`src/rtl/div_unit.sv`:
```
// Multi-cycle restoring divider for the EX stage (div/divu).
// Ports:
//   clk, rst       clock, synchronous active-high reset
//   signed_div_i   1 = signed divide, 0 = unsigned; sampled with start_i
//   opdata1_i      dividend, sampled with start_i
//   opdata2_i      divisor, sampled with start_i
//   start_i        request, held until ready_o is seen, then dropped
//   annul_i        abort the in-flight division (pipeline flush)
//   result_o       {remainder, quotient}, valid while ready_o is high
//   ready_o        result valid
module div_unit #(
    parameter int unsigned WIDTH = 32
) (
    input  logic                 clk,
    input  logic                 rst,
    input  logic                 signed_div_i,
    input  logic [WIDTH-1:0]     opdata1_i,
    input  logic [WIDTH-1:0]     opdata2_i,
    input  logic                 start_i,
    input  logic                 annul_i,
    output logic [2*WIDTH-1:0]   result_o,
    output logic                 ready_o
);

    localparam int unsigned CNT_W = $clog2(WIDTH + 1);

    typedef enum logic [1:0] {
        S_FREE,
        S_BYZERO,
        S_ON,
        S_END
    } state_t;

    state_t             state_q, state_d;
    logic [CNT_W-1:0]   cnt_q, cnt_d;
    logic [WIDTH-1:0]   rem_q, rem_d;
    logic [WIDTH-1:0]   quo_q, quo_d;     // holds the dividend, shifted out as quotient bits shift in
    logic [WIDTH-1:0]   dsr_q, dsr_d;
    logic               neg_quo_q, neg_quo_d;
    logic               neg_rem_q, neg_rem_d;
    logic               ready_d;
    logic [2*WIDTH-1:0] result_d;
    logic [WIDTH:0]     trial;

    function automatic logic [WIDTH-1:0] negate(input logic [WIDTH-1:0] v);
        return (~v) + WIDTH'(1);
    endfunction

    // Trial subtraction on the shifted partial remainder; MSB set means borrow.
    assign trial = {rem_q, quo_q[WIDTH-1]} - {1'b0, dsr_q};

    // Next-state and datapath update.
    always_comb begin
        state_d   = state_q;
        cnt_d     = cnt_q;
        rem_d     = rem_q;
        quo_d     = quo_q;
        dsr_d     = dsr_q;
        neg_quo_d = neg_quo_q;
        neg_rem_d = neg_rem_q;
        ready_d   = ready_o;
        result_d  = result_o;

        case (state_q)
            S_FREE: begin
                if (start_i && !annul_i) begin
                    if (opdata2_i == '0) begin
                        state_d = S_BYZERO;
                    end else begin
                        state_d   = S_ON;
                        cnt_d     = '0;
                        rem_d     = '0;
                        // Divide magnitudes; signs are restored on completion.
                        quo_d     = (signed_div_i && opdata1_i[WIDTH-1]) ? negate(opdata1_i) : opdata1_i;
                        dsr_d     = (signed_div_i && opdata2_i[WIDTH-1]) ? negate(opdata2_i) : opdata2_i;
                        neg_quo_d = signed_div_i && (opdata1_i[WIDTH-1] ^ opdata2_i[WIDTH-1]);
                        neg_rem_d = signed_div_i && opdata1_i[WIDTH-1];
                    end
                end
            end

            S_BYZERO: begin
                if (annul_i) begin
                    state_d = S_FREE;
                end else begin
                    state_d  = S_END;
                    result_d = '0;
                end
            end

            S_ON: begin
                if (annul_i) begin
                    state_d  = S_FREE;
                    ready_d  = 1'b0;
                    result_d = '0;
                    cnt_d    = '0;
                end else if (cnt_q != CNT_W'(WIDTH)) begin
                    if (!trial[WIDTH]) begin
                        rem_d = trial[WIDTH-1:0];
                        quo_d = {quo_q[WIDTH-2:0], 1'b1};
                    end else begin
                        rem_d = {rem_q[WIDTH-2:0], quo_q[WIDTH-1]};
                        quo_d = {quo_q[WIDTH-2:0], 1'b0};
                    end
                    cnt_d = cnt_q + CNT_W'(1);
                end else begin
                    result_d = {neg_rem_q ? negate(rem_q) : rem_q,
                                neg_quo_q ? negate(quo_q) : quo_q};
                    ready_d  = 1'b1;
                    state_d  = S_END;
                end
            end

            S_END: begin
                // Held start_i keeps the result; no restart until it drops.
                if (start_i) begin
                    ready_d = 1'b1;
                end else begin
                    state_d  = S_FREE;
                    ready_d  = 1'b0;
                    result_d = '0;
                end
            end

            default: begin
                state_d = S_FREE;
            end
        endcase
    end

    // State and output registers.
    always_ff @(posedge clk) begin
        if (rst) begin
            state_q   <= S_FREE;
            cnt_q     <= '0;
            rem_q     <= '0;
            quo_q     <= '0;
            dsr_q     <= '0;
            neg_quo_q <= 1'b0;
            neg_rem_q <= 1'b0;
            ready_o   <= 1'b0;
            result_o  <= '0;
        end else begin
            state_q   <= state_d;
            cnt_q     <= cnt_d;
            rem_q     <= rem_d;
            quo_q     <= quo_d;
            dsr_q     <= dsr_d;
            neg_quo_q <= neg_quo_d;
            neg_rem_q <= neg_rem_d;
            ready_o   <= ready_d;
            result_o  <= result_d;
        end
    end

endmodule

```
`config.mk`:
```
export PLATFORM = sky130hd
export DESIGN_NAME = div_unit
export DESIGN_NICKNAME = d
export VERILOG_FILES = /design/src/rtl/div_unit.sv
export SDC_FILE = /design/constraint.sdc
export NUM_CORES = 1
export LEC_CHECK = 0
export CORE_AREA = 2 2 142 144
export CTS_CLUSTER_DIAMETER = 150
export DETAILED_ROUTE_END_ITERATION = 16
export DIE_AREA = 0 0 144 146
export GPL_ROUTABILITY_DRIVEN = 0
export GPL_TIMING_DRIVEN = 0
export PLACE_DENSITY_LB_ADDON = 0.08
export SETUP_SLACK_MARGIN = 0.15
export SYNTH_ARGS = -nofsm -noshare
export SYNTH_HDL_FRONTEND = slang
export SYNTH_SLANG_ARGS = --single-unit
```
`constraint.sdc`:
```
create_clock -name clk -period 4.3 [get_ports clk]
set_input_delay 0.86 -clock clk [delete_from_list [all_inputs] [get_ports clk]]
set_output_delay 0.86 -clock clk [all_outputs]
set_load 0.01 [all_outputs]
```
# == Yosys cells after proc, flatten, opt, wreduce, memory -nomap -nowiden ==
# Index checks and enable logic that the tools add are counted.
# totals
ff_bits,171
output_inout_bits,65
elab_cells,86
# op_classes
add_sub_neg,6
n_eq_ne,12
n_mux,37
bitwise,6
n_reduce_logical,16
# op_table
operator,count
2-to-1 mux 32 bit,13
2-to-1 mux 64 bit,4
case mux 64 bit (3 select lines),1
adder 32 x 1 -> 32 bit (second input constant),4
inverter 32 bit,4
case mux 32 bit (2 select lines),2
subtractor 33 x 32 -> 33 bit,1
zero test 32 bit,1
2-to-1 mux 6 bit,4
2-to-1 mux 2 bit,6
!= test 2 bit (second input constant),6
case mux 6 bit (2 select lines),1
case mux 2 bit (4 select lines),1
AND reduction 4 bit,2
adder 6 x 1 -> 6 bit (second input constant),1
!= test 3 bit (second input constant),2
!= test 6 bit (second input constant),1
AND reduction 3 bit,2
AND reduction 5 bit,1
equality test 2 bit (second input constant),2
logical AND 1 bit,4
2-to-1 mux 1 bit,4
nonzero test 2 bit,2
nonzero test 3 bit,1
other kinds (7),7

# == Logic depth before layout (Yosys ltp) ==
# logic_depth
word_depth,6
depth_mapped,13
depth_no_buf,12

# == Worst setup path before layout ==
# Ideal clock, no wire load.
# synth_timing
kind,input-to-reg
from,in opdata1_i[8]
to,reg quo_q[29]
t_arrival_ps,2961
t_required_ps,4168
setup_slack_ps,1207
cell_stages,9
cell_sequence,or4_1 -> or3_1 -> nor4_2 -> nand2_1 -> o41ai_1 -> xor2_1 -> nand2_1 -> o211ai_1 -> a21oi_1
# synth_via
elab_chain_cells,6
# synth_lines
item,line,text
start: declaration,17,"input logic [WIDTH-1:0] opdata1_i,"
inverter 32 bit,46,return (~v) + WIDTH'(1);
adder 32 x 1 -> 32 bit,46,
2-to-1 mux 32 bit,74,quo_d = (signed_div_i && opdata1_i[WIDTH-1]) ? negate(opdata1_i) : opdata1_i;
2-to-1 mux 32 bit,67,if (opdata2_i == '0) begin
2-to-1 mux 32 bit,66,if (start_i && !annul_i) begin
case mux 32 bit (2 select lines),64,case (state_q)
end signal: assignment,147,quo_q <= quo_d;
end: declaration,37,"logic [WIDTH-1:0] quo_q, quo_d;"
# No other way between the ends. The select of a mux whose other input is x is not followed.
# A chain may end at the register's enable or synchronous reset.

# == Final worst setup path ==
# layout_timing
from,in opdata2_i[6]
to,reg rem_q[25]
# layout_via
elab_chain_cells,3
# layout_lines
item,line,text
start: declaration,18,"input logic [WIDTH-1:0] opdata2_i,"
zero test 32 bit,67,
!= test 2 bit (no source line),-,
AND reduction 5 bit (no source line),-,
end signal: assignment,146,rem_q <= rem_d;
end: declaration,36,"logic [WIDTH-1:0] rem_q, rem_d;"
# No other way between the ends.

==> results by group <==
Power
  – Leakage power of the design: a little under 0.005 uW
  – Worst ir drop on vdd: between 0.3 and 0.4 mV
  – Power Dens Cells: between 400 and 500 mW/mm^2

Timing
  – Final max-slew violation count: 0
  – Post-route setup slack: 0.430 ns
  – Slew at the pin closest to its max-slew limit: just under 1 ns
  – Peak Freq: 258 MHz
  – Number of endpoints failing setup at the final stage: 0
  – Final Hold Fails: 0
  – Final period utilization: 0.900
  – Worst Clk Skew: between 0.01 and 0.015 ns
  – Min Clock Period, post-route: 3.87 ns
  – RSZ-0062 raised after global routing: no
  – Relative max-transition margin: 0.349

Synthesis
  – Share of flip-flops with an asynchronous set or reset after synthesis: 0
  – Total of flip-flops plus latches after synthesis: 171
  – Number of synthesis warnings: 0
  – Netlist Area Pre-Place: 0.0109 mm^2
  – Average cell area after synthesis: about 7.7 um^2
  – Number of different library cells in the post-synthesis netlist: 66
  – EDFF count, synth: 0
  – Net count of the mapped netlist: 1532
  – Synthesized instance count: between 1k and 1.5k
  – Prevailing post-synth register cell: sky130_fd_sc_hd__dfxtp_1
  – Post-synthesis sequential area ratio: 0.313

Drt
  – Via count of the routed design: 10.9k
  – Count of TritonRoute iterations in the first routing pass: 5
  – Mean number of vias per cell: 5.89
  – Number of design-rule violations left by the first detailed-router iteration: between 800 and 900
  – Wire per inst: ~17 um
  – Overall routed net length: a little over 30 mm
  – Post-detailed-route count of antenna-violating nets: 0
  – Total DRC errors in the routed layout: 0

Status
  – Result of the run: finished clean

Placed design
  – DPL Wire Length: 24.6 mm
  – Placed standard-cell area: 0.0126 mm^2
  – Quantity of I/O buffers inserted on ports: between 100 and 150
  – Worst-case setup slack after placement: -0.337 ns

Final layout
  – Number of nets in the final layout: approximately 1.7k
  – Synthesis-to-layout area growth: 20.5%
  – Number of diodes added for antenna fixing: 0
  – Fill cells: about 1.7k
  – Fraction of layout cells with a size suffix above 1: 0.0354
  – Design area: 0.0132 mm^2
  – Utilization after layout: 0.681

Clocking
  – Clock root cell: sky130_fd_sc_hd__clkbuf_16
  – Insertion delay to the later sink of the worst-skew pair: 0.44 ns
  – Clock buffers created by TritonCTS: 17
  – Clock tree from TritonCTS: done
  – Number of levels in the clock H-tree: 4
  – Number of post-CTS setup repair buffers: 0
  – Hold buffers post-CTS: 0
  – Clock-pin slew on the worst setup and hold paths: 0.07 ns
  – Num Clock Sinks: 171
  – Clock Path Buffers: 2

Worst setup path
  – Max incr delay on CP: ~0.62 ns
  – Family with the most delay on the worst path: simple AND/OR/NAND/NOR gates
  – Cell with the largest stage delay on the worst path: sky130_fd_sc_hd__or4_1
  – Worst Path Max Fanout: 10
  – Arrival time reported for the critical path endpoint: 4.22 ns
  – Worst Path Buf+Inv: 2
  – Class of the most critical setup path: input port to register
  – Worst Setup Start Kind: input port
  – Worst EP required: 4.65 ns
  – Capturing element type of the critical path: register
  – Critical path, cell by cell: clkdlybuf4s50_1 > or4_1 > nor4b_2 > nand4_1 > nand3_1 > a21boi_1 > nor3_2 > nor2_2 > buf_2 > a32oi_1 > o21ai_0

Floorplan
  – Die boundary height: 146 um
  – Die boundary width: 144 um
  – Effective utilization at floorplan: 0.565
  – Number of standard-cell rows in the floorplan: 51
  – Placeable core region: 0.0193 mm^2
  – Ports: 134
  – Total Die Area: 0.0210 mm^2

Global routing
  – Initial antenna violation count: 0
  – First-pass GRT wire length: 49.5 mm
  – Final global-route overflow total: 0
  – GRT Util Overall: 0.294
  – Pin count of the biggest net entering global routing: 17
  – Via count of the first global-routing pass: 9949

Run
  – Max-cap check violation count: 0

Hold path
  – Class of the most critical hold timing path: register to register
-- cell usage in the layout, fill, tap and decap left out, drive strengths merged, types with 6 or more instances in the layout --
cell | synthesis | layout
nand2 | 182 | 182
dfxtp | 171 | 171
nor2 | 157 | 157
clkdlybuf4s50 | 0 | 132
a21oi | 100 | 100
o21ai | 93 | 93
xnor2 | 86 | 86
clkbuf | 67 | 86
inv | 58 | 60
xor2 | 57 | 57
a22oi | 44 | 44
ha | 43 | 43
a211oi | 33 | 33
o31ai | 29 | 29
nor3 | 27 | 27
o211ai | 24 | 24
mux2i | 24 | 24
nand3 | 18 | 18
o41ai | 16 | 16
nand2b | 14 | 14
a22o | 14 | 14
a21o | 13 | 13
or3 | 13 | 13
and3 | 12 | 12
nor4 | 12 | 12
or4 | 12 | 12
buf | 10 | 10
nand4 | 9 | 9
or2 | 7 | 7
nor2b | 6 | 6
a31oi | 6 | 6
a32oi | 6 | 6
and2 | 6 | 6
clkinv | 0 | 6
-- sequential cells by signal, summed over array words and instances, names as in the netlist --
name       flops
cnt_q          6
neg_quo_q      1
result_o      64
rem_q         32
state_q        2
ready_o        1
quo_q         32
dsr_q         32
neg_rem_q      1
-- timing repair --
item / in CTS / in global routing
pin swaps: 0 / 0
gates resized for setup: 1 / 4
setup endpoints to repair: 10 / 33
-- worst min-delay path: stages, from the launching register on --
cell and delay [ns]:
sky130_fd_sc_hd__dfxtp_1 0.30, sky130_fd_sc_hd__inv_1 0.06, sky130_fd_sc_hd__a211oi_1 0.06
-- area by class of cell --
class,instances,area (um^2),share of cell area
plain buffers,77,300,0.0228
flip-flops and latches,171,3420,0.260
clock inverters,13,119,0.00903
well taps,265,332,0.0252
clock buffers,19,443,0.0337
repair buffers,132,1320,0.100
multi-input cells,1113,7000,0.532
inverters,58,218,0.0165
-- stage by stage --
| step | hold WS (ns) | total power (uW) | std cells | TNS, ns |
|---|---|---|---|---|
| after floorplan | 0.432 | 3640 | 1419 | 0 |
| after global placement | 0.456 | 4260 | 1816 | -7.48 |
| after detailed placement | 0.460 | 4290 | 1816 | -7.57 |
| after CTS | 0.472 | 5760 | 1848 | 0 |
| after global routing | 0.483 | 6120 | 1848 | 0 |
| final | 0.468 | 5810 | 1848 | 0 |
-- worst paths after layout --
path,slack (ns),end,cells past startpoint,start
worst max-delay path,0.43,rem_q[25],11,opdata2_i[6]
worst min-delay path,0.47,dsr_q[13],2,dsr_q[13]
worst max register to register,0.48,rem_q[0],13,quo_q[31]
worst min register to register,0.47,dsr_q[13],2,dsr_q[13]
-- power by group --
| group | total [uW] | switching [uW] | internal (uW) |
|---|---|---|---|
| Sequential | 1900 | 164 | 1730 |
| Clock | 1480 | 667 | 815 |
| Combinational | 2430 | 1530 | 894 |
-- synthesized netlist by cell type, types with 4 or more instances --
library cell | count | area [um^2]
sky130_fd_sc_hd__dfxtp_1 | 171 | 3420
sky130_fd_sc_hd__a211oi_1 | 33 | 248
sky130_fd_sc_hd__inv_1 | 58 | 218
sky130_fd_sc_hd__o21ai_1 | 11 | 55.1
sky130_fd_sc_hd__a21o_1 | 13 | 97.6
sky130_fd_sc_hd__a311oi_1 | 4 | 35.0
sky130_fd_sc_hd__o21a_1 | 5 | 37.5
sky130_fd_sc_hd__a21oi_1 | 100 | 500
sky130_fd_sc_hd__o31ai_1 | 27 | 203
sky130_fd_sc_hd__a22o_1 | 14 | 123
sky130_fd_sc_hd__a32oi_1 | 6 | 52.6
sky130_fd_sc_hd__xnor2_1 | 86 | 753
sky130_fd_sc_hd__and3_1 | 12 | 75.1
sky130_fd_sc_hd__o211ai_1 | 24 | 180
sky130_fd_sc_hd__nor2b_1 | 6 | 37.5
sky130_fd_sc_hd__or4_1 | 10 | 75.1
sky130_fd_sc_hd__xor2_1 | 57 | 499
sky130_fd_sc_hd__nor3_1 | 27 | 135
sky130_fd_sc_hd__clkbuf_1 | 67 | 251
sky130_fd_sc_hd__and2_1 | 5 | 31.3
sky130_fd_sc_hd__nand2b_1 | 14 | 87.6
sky130_fd_sc_hd__nand2_1 | 182 | 683
sky130_fd_sc_hd__nand4_1 | 9 | 56.3
sky130_fd_sc_hd__o41ai_1 | 16 | 140
sky130_fd_sc_hd__mux2i_1 | 24 | 240
sky130_fd_sc_hd__nor2_1 | 157 | 589
sky130_fd_sc_hd__nor4_1 | 11 | 68.8
sky130_fd_sc_hd__nand3_1 | 18 | 90.1
sky130_fd_sc_hd__o21ai_0 | 82 | 410
sky130_fd_sc_hd__a22oi_1 | 44 | 330
sky130_fd_sc_hd__ha_1 | 43 | 538
sky130_fd_sc_hd__or3_1 | 11 | 68.8
sky130_fd_sc_hd__buf_2 | 6 | 30.0
sky130_fd_sc_hd__nand4b_1 | 4 | 35.0
sky130_fd_sc_hd__a31oi_1 | 6 | 37.5
-- layer usage --
| metal | GRT usage | vias to the layer above | share of wire | wire length (um) |
|---|---|---|---|---|
| li1 | - | 5378 | - | - |
| met1 | 0.364 | 5024 | 0.43 | 13300 |
| met2 | 0.509 | 412 | 0.48 | 14900 |
| met3 | 0.0408 | 79 | 0.056 | 1750 |
| met4 | 0.125 | 0 | 0.039 | 1230 |
| met5 | 0 | - | 0 | 0 |
-- cell families (layout without fill, tap and decap cells) --
family | after synthesis | in the layout | synth area share
AND/OR/NAND/NOR | 488 | 488 | 0.203
XOR/XNOR | 143 | 143 | 0.115
adder cells (fa/ha/maj) | 44 | 44 | 0.0511
multiplexers | 25 | 25 | 0.0230
AO/OA/AOI/OAI | 413 | 413 | 0.248
flip-flops | 171 | 171 | 0.313
buffers and inverters | 135 | 299 | 0.0474
Power figures use the tool's default switching activity.
